File: src/rtl/display_scan_ctrl_if.sv
`default_nettype none
// ============================================================================
//  Module      : display_scan_ctrl_if
//  Description : Load/busy handshake bundle between the value producer and
//                the display scan controller.
//                  val_in   - unsigned binary value to display
//                  load     - convert request, honoured only while busy=0
//                  busy     - conversion in progress
//                  done     - one-cycle pulse when new digits become visible
//                  overflow - last accepted value did not fit the display
//  Revision    : 1.0 - initial release
// ============================================================================
interface display_scan_ctrl_if #(
  parameter int IN_W = 14
) ();
  logic [IN_W-1:0] val_in;
  logic            load;
  logic            busy;
  logic            done;
  logic            overflow;

  // Producer side.
  modport master (
    output val_in, load,
    input  busy, done, overflow
  );

  // Display controller side.
  modport slave (
    input  val_in, load,
    output busy, done, overflow
  );
endinterface
`default_nettype wire

File: src/rtl/display_scan_ctrl.sv
`default_nettype none
// ============================================================================
//  Module      : display_scan_ctrl
//  Description : Multi-digit common-anode 7-segment sequencer. A value taken
//                over the load/busy handshake is converted to BCD one bit per
//                cycle (shift-add-3), then committed atomically to the digit
//                register. Digits are time-multiplexed onto one shared
//                seven_seg decoder with an active-low one-hot anode select.
//  Ports       : clk      - system clock, rising edge
//                rst_n    - asynchronous active-low reset
//                bus      - handshake bundle (slave side)
//                bcd_cur  - digit code for the shared decoder, 4'hF = blank
//                an       - active-low one-hot anode enable, bit 0 = LSD
//  Revision    : 1.0 - initial release
// ============================================================================
module display_scan_ctrl #(
  parameter int DIGITS   = 4,
  parameter int IN_W     = 14,
  parameter int SCAN_DIV = 1000,
  parameter int LZB      = 1
) (
  input  logic                      clk,
  input  logic                      rst_n,
  display_scan_ctrl_if.slave        bus,
  output logic [3:0]                bcd_cur,
  output logic [DIGITS-1:0]         an
);

  localparam int c_acc_w = 4 * DIGITS;
  localparam int c_cnt_w = $clog2(IN_W + 1);
  localparam int c_idx_w = $clog2(DIGITS);
  localparam int c_pre_w = $clog2(SCAN_DIV);

  localparam logic [63:0]        c_limit     = 64'(10 ** DIGITS);
  localparam logic [c_cnt_w-1:0] c_last_step = c_cnt_w'(IN_W - 1);
  localparam logic [c_idx_w-1:0] c_last_idx  = c_idx_w'(DIGITS - 1);
  localparam logic [c_pre_w-1:0] c_last_pre  = c_pre_w'(SCAN_DIV - 1);

  typedef enum logic [0:0] {
    S_IDLE = 1'b0,
    S_CONV = 1'b1
  } state_t;

  state_t               r_state;
  state_t               w_state_next;
  logic                 w_accept;
  logic                 w_last_step;

  logic [IN_W-1:0]      r_sr;
  logic [c_acc_w-1:0]   r_acc;
  logic [c_cnt_w-1:0]   r_bitcnt;
  logic                 r_ovf_next;
  logic [c_acc_w-1:0]   r_digits;
  logic                 r_ovf;
  logic                 r_done;

  logic [c_pre_w-1:0]   r_pre;
  logic [c_idx_w-1:0]   r_idx;

  logic [c_acc_w-1:0]   w_acc_adj;
  logic [c_acc_w-1:0]   w_acc_next;
  logic [IN_W-1:0]      w_sr_next;
  logic                 w_unused_msb;

  logic [DIGITS:0]      w_lead;
  logic [DIGITS-1:0]    w_blank;
  logic [3:0]           w_dig [DIGITS];
  logic [3:0]           w_code;

  // --------------------------------------------------------------------------
  // Conversion FSM
  // --------------------------------------------------------------------------
  always_ff @(posedge clk or negedge rst_n) begin
    if (!rst_n) r_state <= S_IDLE;
    else        r_state <= w_state_next;
  end

  always_comb begin
    w_state_next = r_state;
    w_accept     = 1'b0;
    w_last_step  = 1'b0;
    case (r_state)
      S_IDLE: begin
        if (bus.load) begin
          w_accept     = 1'b1;
          w_state_next = S_CONV;
        end
      end
      S_CONV: begin
        if (r_bitcnt == c_last_step) begin
          w_last_step  = 1'b1;
          w_state_next = S_IDLE;
        end
      end
      default: w_state_next = S_IDLE;
    endcase
  end

  // --------------------------------------------------------------------------
  // Shift-add-3: correct every BCD digit >= 5 before shifting the next
  // binary bit in, so the shift never produces a digit above 9.
  // --------------------------------------------------------------------------
  for (genvar gi = 0; gi < DIGITS; gi++) begin : g_dabble
    assign w_acc_adj[gi*4 +: 4] = (r_acc[gi*4 +: 4] >= 4'd5) ?
                                  r_acc[gi*4 +: 4] + 4'd3 : r_acc[gi*4 +: 4];
  end

  // The carry out of the top digit only matters for out-of-range values,
  // which are caught by the range compare at acceptance instead.
  assign w_unused_msb = w_acc_adj[c_acc_w-1];
  assign w_acc_next   = {w_acc_adj[c_acc_w-2:0], r_sr[IN_W-1]};
  assign w_sr_next    = {r_sr[IN_W-2:0], 1'b0};

  always_ff @(posedge clk or negedge rst_n) begin
    if (!rst_n) begin
      r_sr       <= '0;
      r_acc      <= '0;
      r_bitcnt   <= '0;
      r_ovf_next <= 1'b0;
      r_digits   <= '0;
      r_ovf      <= 1'b0;
      r_done     <= 1'b0;
    end else begin
      r_done <= w_last_step;
      if (w_accept) begin
        r_sr       <= bus.val_in;
        r_acc      <= '0;
        r_bitcnt   <= '0;
        r_ovf_next <= (64'(bus.val_in) >= c_limit);
      end else if (r_state == S_CONV) begin
        r_sr     <= w_sr_next;
        r_acc    <= w_acc_next;
        r_bitcnt <= r_bitcnt + c_cnt_w'(1);
      end
      // Atomic commit: the visible digits only ever change here.
      if (w_last_step) begin
        r_digits <= r_ovf_next ? '0 : w_acc_next;
        r_ovf    <= r_ovf_next;
      end
    end
  end

  assign bus.busy     = (r_state == S_CONV);
  assign bus.done     = r_done;
  assign bus.overflow = r_ovf;

  // --------------------------------------------------------------------------
  // Scan prescaler and digit index, free-running regardless of conversion
  // --------------------------------------------------------------------------
  always_ff @(posedge clk or negedge rst_n) begin
    if (!rst_n) begin
      r_pre <= '0;
      r_idx <= '0;
    end else if (r_pre == c_last_pre) begin
      r_pre <= '0;
      r_idx <= (r_idx == c_last_idx) ? '0 : r_idx + c_idx_w'(1);
    end else begin
      r_pre <= r_pre + c_pre_w'(1);
    end
  end

  // --------------------------------------------------------------------------
  // Leading-zero blanking: w_lead[i] is set when digit i and every digit
  // above it are zero. Digit 0 is always shown so zero reads as "0".
  // --------------------------------------------------------------------------
  assign w_lead[DIGITS] = 1'b1;

  for (genvar gi = 0; gi < DIGITS; gi++) begin : g_lead
    assign w_dig[gi]   = r_digits[gi*4 +: 4];
    assign w_lead[gi]  = w_lead[gi+1] & (r_digits[gi*4 +: 4] == 4'd0);
    assign w_blank[gi] = (LZB != 0) && (gi != 0) && w_lead[gi];
  end

  always_comb begin
    w_code = w_dig[r_idx];
    if (r_ovf || w_blank[r_idx]) w_code = 4'hF;
  end

  // Registered display outputs (one cycle behind index/digit register).
  always_ff @(posedge clk or negedge rst_n) begin
    if (!rst_n) begin
      bcd_cur <= 4'd0;
      an      <= ~DIGITS'(1);
    end else begin
      bcd_cur <= w_code;
      an      <= ~(DIGITS'(1) << r_idx);
    end
  end

endmodule
`default_nettype wire

File: src/flat_wrapper.sv
// flat-port wrapper written by rule: the top's interface ports become plain ports
module display_scan_ctrl_flat 
#(
  parameter int DIGITS   = 4,
  parameter int IN_W     = 14,
  parameter int SCAN_DIV = 1000,
  parameter int LZB      = 1
)
  (clk, rst_n, bcd_cur, an, bus_val_in, bus_load, bus_busy, bus_done, bus_overflow);
  display_scan_ctrl_if #(.IN_W(IN_W)) bus_i ();
  input  logic clk;
  input  logic rst_n;
  output logic [3:0] bcd_cur;
  output logic [DIGITS-1:0] an;
  input wire logic [$bits(bus_i.val_in)-1:0] bus_val_in;
  input wire logic [$bits(bus_i.load)-1:0] bus_load;
  output wire logic [$bits(bus_i.busy)-1:0] bus_busy;
  output wire logic [$bits(bus_i.done)-1:0] bus_done;
  output wire logic [$bits(bus_i.overflow)-1:0] bus_overflow;
  assign bus_i.val_in = bus_val_in;
  assign bus_i.load = bus_load;
  assign bus_busy = bus_i.busy;
  assign bus_done = bus_i.done;
  assign bus_overflow = bus_i.overflow;
  display_scan_ctrl #(.DIGITS(DIGITS), .IN_W(IN_W), .SCAN_DIV(SCAN_DIV), .LZB(LZB)) u_core (.clk(clk), .rst_n(rst_n), .bus(bus_i), .bcd_cur(bcd_cur), .an(an));
endmodule
File: config.mk
export PLATFORM = sky130hd
export DESIGN_NAME = display_scan_ctrl_flat
export DESIGN_NICKNAME = d
export VERILOG_FILES = /design/src/rtl/display_scan_ctrl_if.sv /design/src/rtl/display_scan_ctrl.sv /design/src/flat_wrapper.sv
export SDC_FILE = /design/constraint.sdc
export NUM_CORES = 1
export LEC_CHECK = 0
export CAP_MARGIN = 20
export CORE_MARGIN = 2
export CORE_UTILIZATION = 55
export DETAILED_ROUTE_END_ITERATION = 7
export HOLD_SLACK_MARGIN = 0.05
export MAX_ROUTING_LAYER = met4
export PLACE_DENSITY = 0.76
export SLEW_MARGIN = 30
export SYNTH_ARGS = -nofsm -noshare
export SYNTH_HDL_FRONTEND = slang
export SYNTH_SLANG_ARGS = --single-unit
File: constraint.sdc
create_clock -name clk -period 4 [get_ports clk]
set_input_delay 0.4 -clock clk [delete_from_list [all_inputs] [get_ports clk]]
set_output_delay 0.4 -clock clk [all_outputs]
set_load 0.01 [all_outputs]
==> flow_summary.yaml <==
flow_run:
  cap_violations: 0
final_layout:
  n_antenna_cell: 0
  area_growth_syn_to_layout_pct: 15.58
  multiInputGateArea_um2: 1499
  drive_above_1_share: 0.08499
  nets: 380
  fin_cells: 430
  fillers: 505
  regArea_um2: 1856
  fin_util: 0.6470
synthesis:
  yosys.area_share.simple: 0.1415
  ys.flop_type: "dfrtp_1"
  syn_area_per_cell_um2: 10.88
  ys_seq_area_frac: 0.5312
  synthAdderAreaFrac: 0.05372
  async_reset_ff_frac: 1.000
  synth_top_family_by_area: "simple AND/OR/NAND/NOR gates"
  synth.area.top_cells: "dfrtp_1 51%, a22o_1 5.5%, ha_1 5.4%, mux2i_1 4.9%, o21ai_0 4.9%"
  yosys.area.top_type_share: 0.5086
  yosys.area.top_type: "dfrtp_1"
  synth_cell_type_count: 39
  synthesis.area_um2: 3493
  netlist_instances: 321
  ys_warn_count: 0
  ys_ff_latch: 74
  yosysMostFrequentCell: "dfrtp_1"
  ys_top_cells_by_count: "71 x dfrtp_1, 43 x nand2_1, 34 x o21ai_0"
  synth_edf_count: 0
  synth_nets: 353
  synth_compound_area_frac: 0.1318
  synth-xor-area-share: 0.02758
  synthMuxAreaShare: 0.07450
power_and_ir_drop:
  max-vdd-ir-drop_mv: 0.3267
  p_sw_frac: 0.3463
  seq_power_share: 0.428
  p_total_w: 0.002794
  power.share.combinational: 0.336
  clkPwrFrac: 0.236
  p_leak_nw: 1.854
  p_per_area_nw_per_um2: 692.1
  power.internal_w: 0.001827
  power.switching_w: 0.0009678
global_routing:
  grt_max_degree: 46
  antenna_found_initial: 0
  overflow: 0
  grt_pass1_vias: 2401
  grt_pass1_wl_mm: 11.27
  grt_usage: 0.2101
sta:
  rsz0062_at_grt: "no"
  layout_min_cycle_time_ps: 2268
  setup_tns_ps: 0
  holdWs_ps: 460.6
  fin_skew_ps: 9.585
  fin_crit_sh: 0.5671
  slew_headroom: 0.3779
  setup_viol: 0
  finalMaxSlewViolations: 0
  hold_violations: 0
  timing.fmax_mhz: 440.8
  worst_slew_pin_slew_ps: 930.2
route:
  final_antenna_net_count: 0
  vias: 2430
  route.detailed.drc: 0
  vias_per_cell: 5.651
  first_pass_iters: 4
  wire_per_inst_um: 14.98
  wirelength_mm: 6.440
  drtIter0Drc: 132
clock_tree:
  max-clock-path-buffers: 2
  root_buffer: "clkbuf_8"
  htreeDepth: 3
  cts.sinks: 74
  cts_resized: 0
  cts_tree: "built"
  cts_buffers: 9
  clkTransAtPathRegs_ps: 80
  clock_latency_ps: 350
  postCtsSetupBuffers: 0
floorplanning:
  die_h_um: 83.70
  core_area_um2: 6241
  ios: 28
  die-area_um2: 7005
  core.rowCount: 29
  initial_core_util: 0.5597
  dieWidth_um: 83.70
critical_path:
  cp-start-kind: "flop"
  max_stage_delay_ps: 720
  slowest_stage: "nor2_2"
  critPathRequiredTime_ps: 4290
  cp_data_arrival_time_ps: 2560
  timing.reg2reg.setup_slack_ps: 1730
  path_cells: "inv_1 -> ha_1 -> nand4_1 -> nor2_2 -> a32o_1"
  critPathMaxFanout: 20
  path_class: "reg2reg"
  end_kind: "flop"
placed_design:
  dp.cells: 413
  routabilityCongestion: 0.7930
  io_buffer_count: 27
  hpwl_mm: 4.405
min_path:
  hp-class: "reg2reg"
status:
  status: "finished, final reports clean"
sequential cells by signal (all words and copies together) (netlist names):
name                 count
u_core.bcd_cur           4
u_core.bus.done          1
u_core.an                4
u_core.bus.overflow      1
u_core.r_bitcnt          4
u_core.r_digits         16
u_core.r_ovf_next        1
u_core.bus.busy          1
u_core.r_acc            16
u_core.r_idx             2
u_core.r_sr             14
u_core.r_pre            10
power groups by stage:
stage | combinational [W] | sequential, W | clock (W)
floorplan | 0.000710 | 0.00116 | 0
global placement | 0.000901 | 0.00120 | 0
detailed placement | 0.000946 | 0.00120 | 0
CTS | 0.000951 | 0.00119 | 0.000667
global route | 0.00107 | 0.00123 | 0.000696
finish | 0.000939 | 0.00120 | 0.000659
final timing paths:
check	endpoint	cells past startpoint	from
setup / recovery	u_core.r_digits[14]	5	u_core.r_bitcnt[1]
hold / removal	u_core.r_pre[0]	1	u_core.r_pre[0]
setup reg to reg	u_core.r_digits[14]	5	u_core.r_bitcnt[1]
hold reg to reg	u_core.r_pre[0]	1	u_core.r_pre[0]
max in group asynchronous	u_core.an[1]	3	rst_n
min in group asynchronous	u_core.r_digits[5]	2	rst_n
layout make-up:
class	instances	share of cell area
Multi-Input combinational cell	215	0.3712
Timing Repair Buffer	30	0.07251
Tap cell	77	0.02386
Inverter	18	0.01673
Sequential cell	74	0.4596
Clock inverter	6	0.02200
Clock buffer	10	0.03409
what timing repair did:
| item | 4_1_cts | 5_1_grt |
|---|---|---|
| setup endpoints to repair | 0 | 0 |
| endpoints found under the hold margin | 0 | 10 |
| hold buffers | 0 | 1 |
per-stage QoR:
stage	worst slack (ps)	area (um2)
floorplan	2592	3493
global placement	1566	3799
detailed placement	1457	3799
CTS	1759	4025
global route	1549	4038
finish	1732	4038
worst max-delay path, delay by kind of cell, from the launching register on:
family,cells,cell delay (ps)
flops,1,410
compound gates,1,250
simple gates,2,1360
buf+inv,1,70
fa+ha+maj,1,130
cell usage in the layout, fill, tap and decap left out, types with 2 or more instances in the layout:
| master | count |
|---|---|
| nand2_1 | 43 |
| mux4_2 | 4 |
| mux2i_1 | 17 |
| nor3_1 | 2 |
| a21oi_1 | 8 |
| xor2_1 | 5 |
| dfstp_2 | 3 |
| a32o_1 | 2 |
| or3_1 | 2 |
| nor4_1 | 4 |
| or2_1 | 4 |
| xnor2_1 | 6 |
| inv_1 | 18 |
| clkbuf_8 | 10 |
| ha_1 | 15 |
| nand3_1 | 8 |
| nor2_1 | 11 |
| nand2b_1 | 9 |
| bufinv_16 | 2 |
| clkdlybuf4s50_1 | 26 |
| buf_4 | 3 |
| a211oi_1 | 2 |
| nor2_2 | 2 |
| dfrtp_1 | 71 |
| clkinvlp_4 | 2 |
| a22o_1 | 22 |
| o21ai_0 | 34 |
| nor3b_1 | 3 |
layer usage:
layer,wire length [um],GRT usage
met3,254,0.04946
met2,3065,0.3120
met5,0,-
met4,131,0.09384
met1,2988,0.2784
logic make-up after synthesis:
family	Yosys count
xor gates and xnor gates	11
AOI/OAI and AO/OA	71
adders and majority gates	15
DFF	74
muxes	21
buffers and inverters	32
and+or+nand+nor	97
Power figures use the tool's default switching activity.
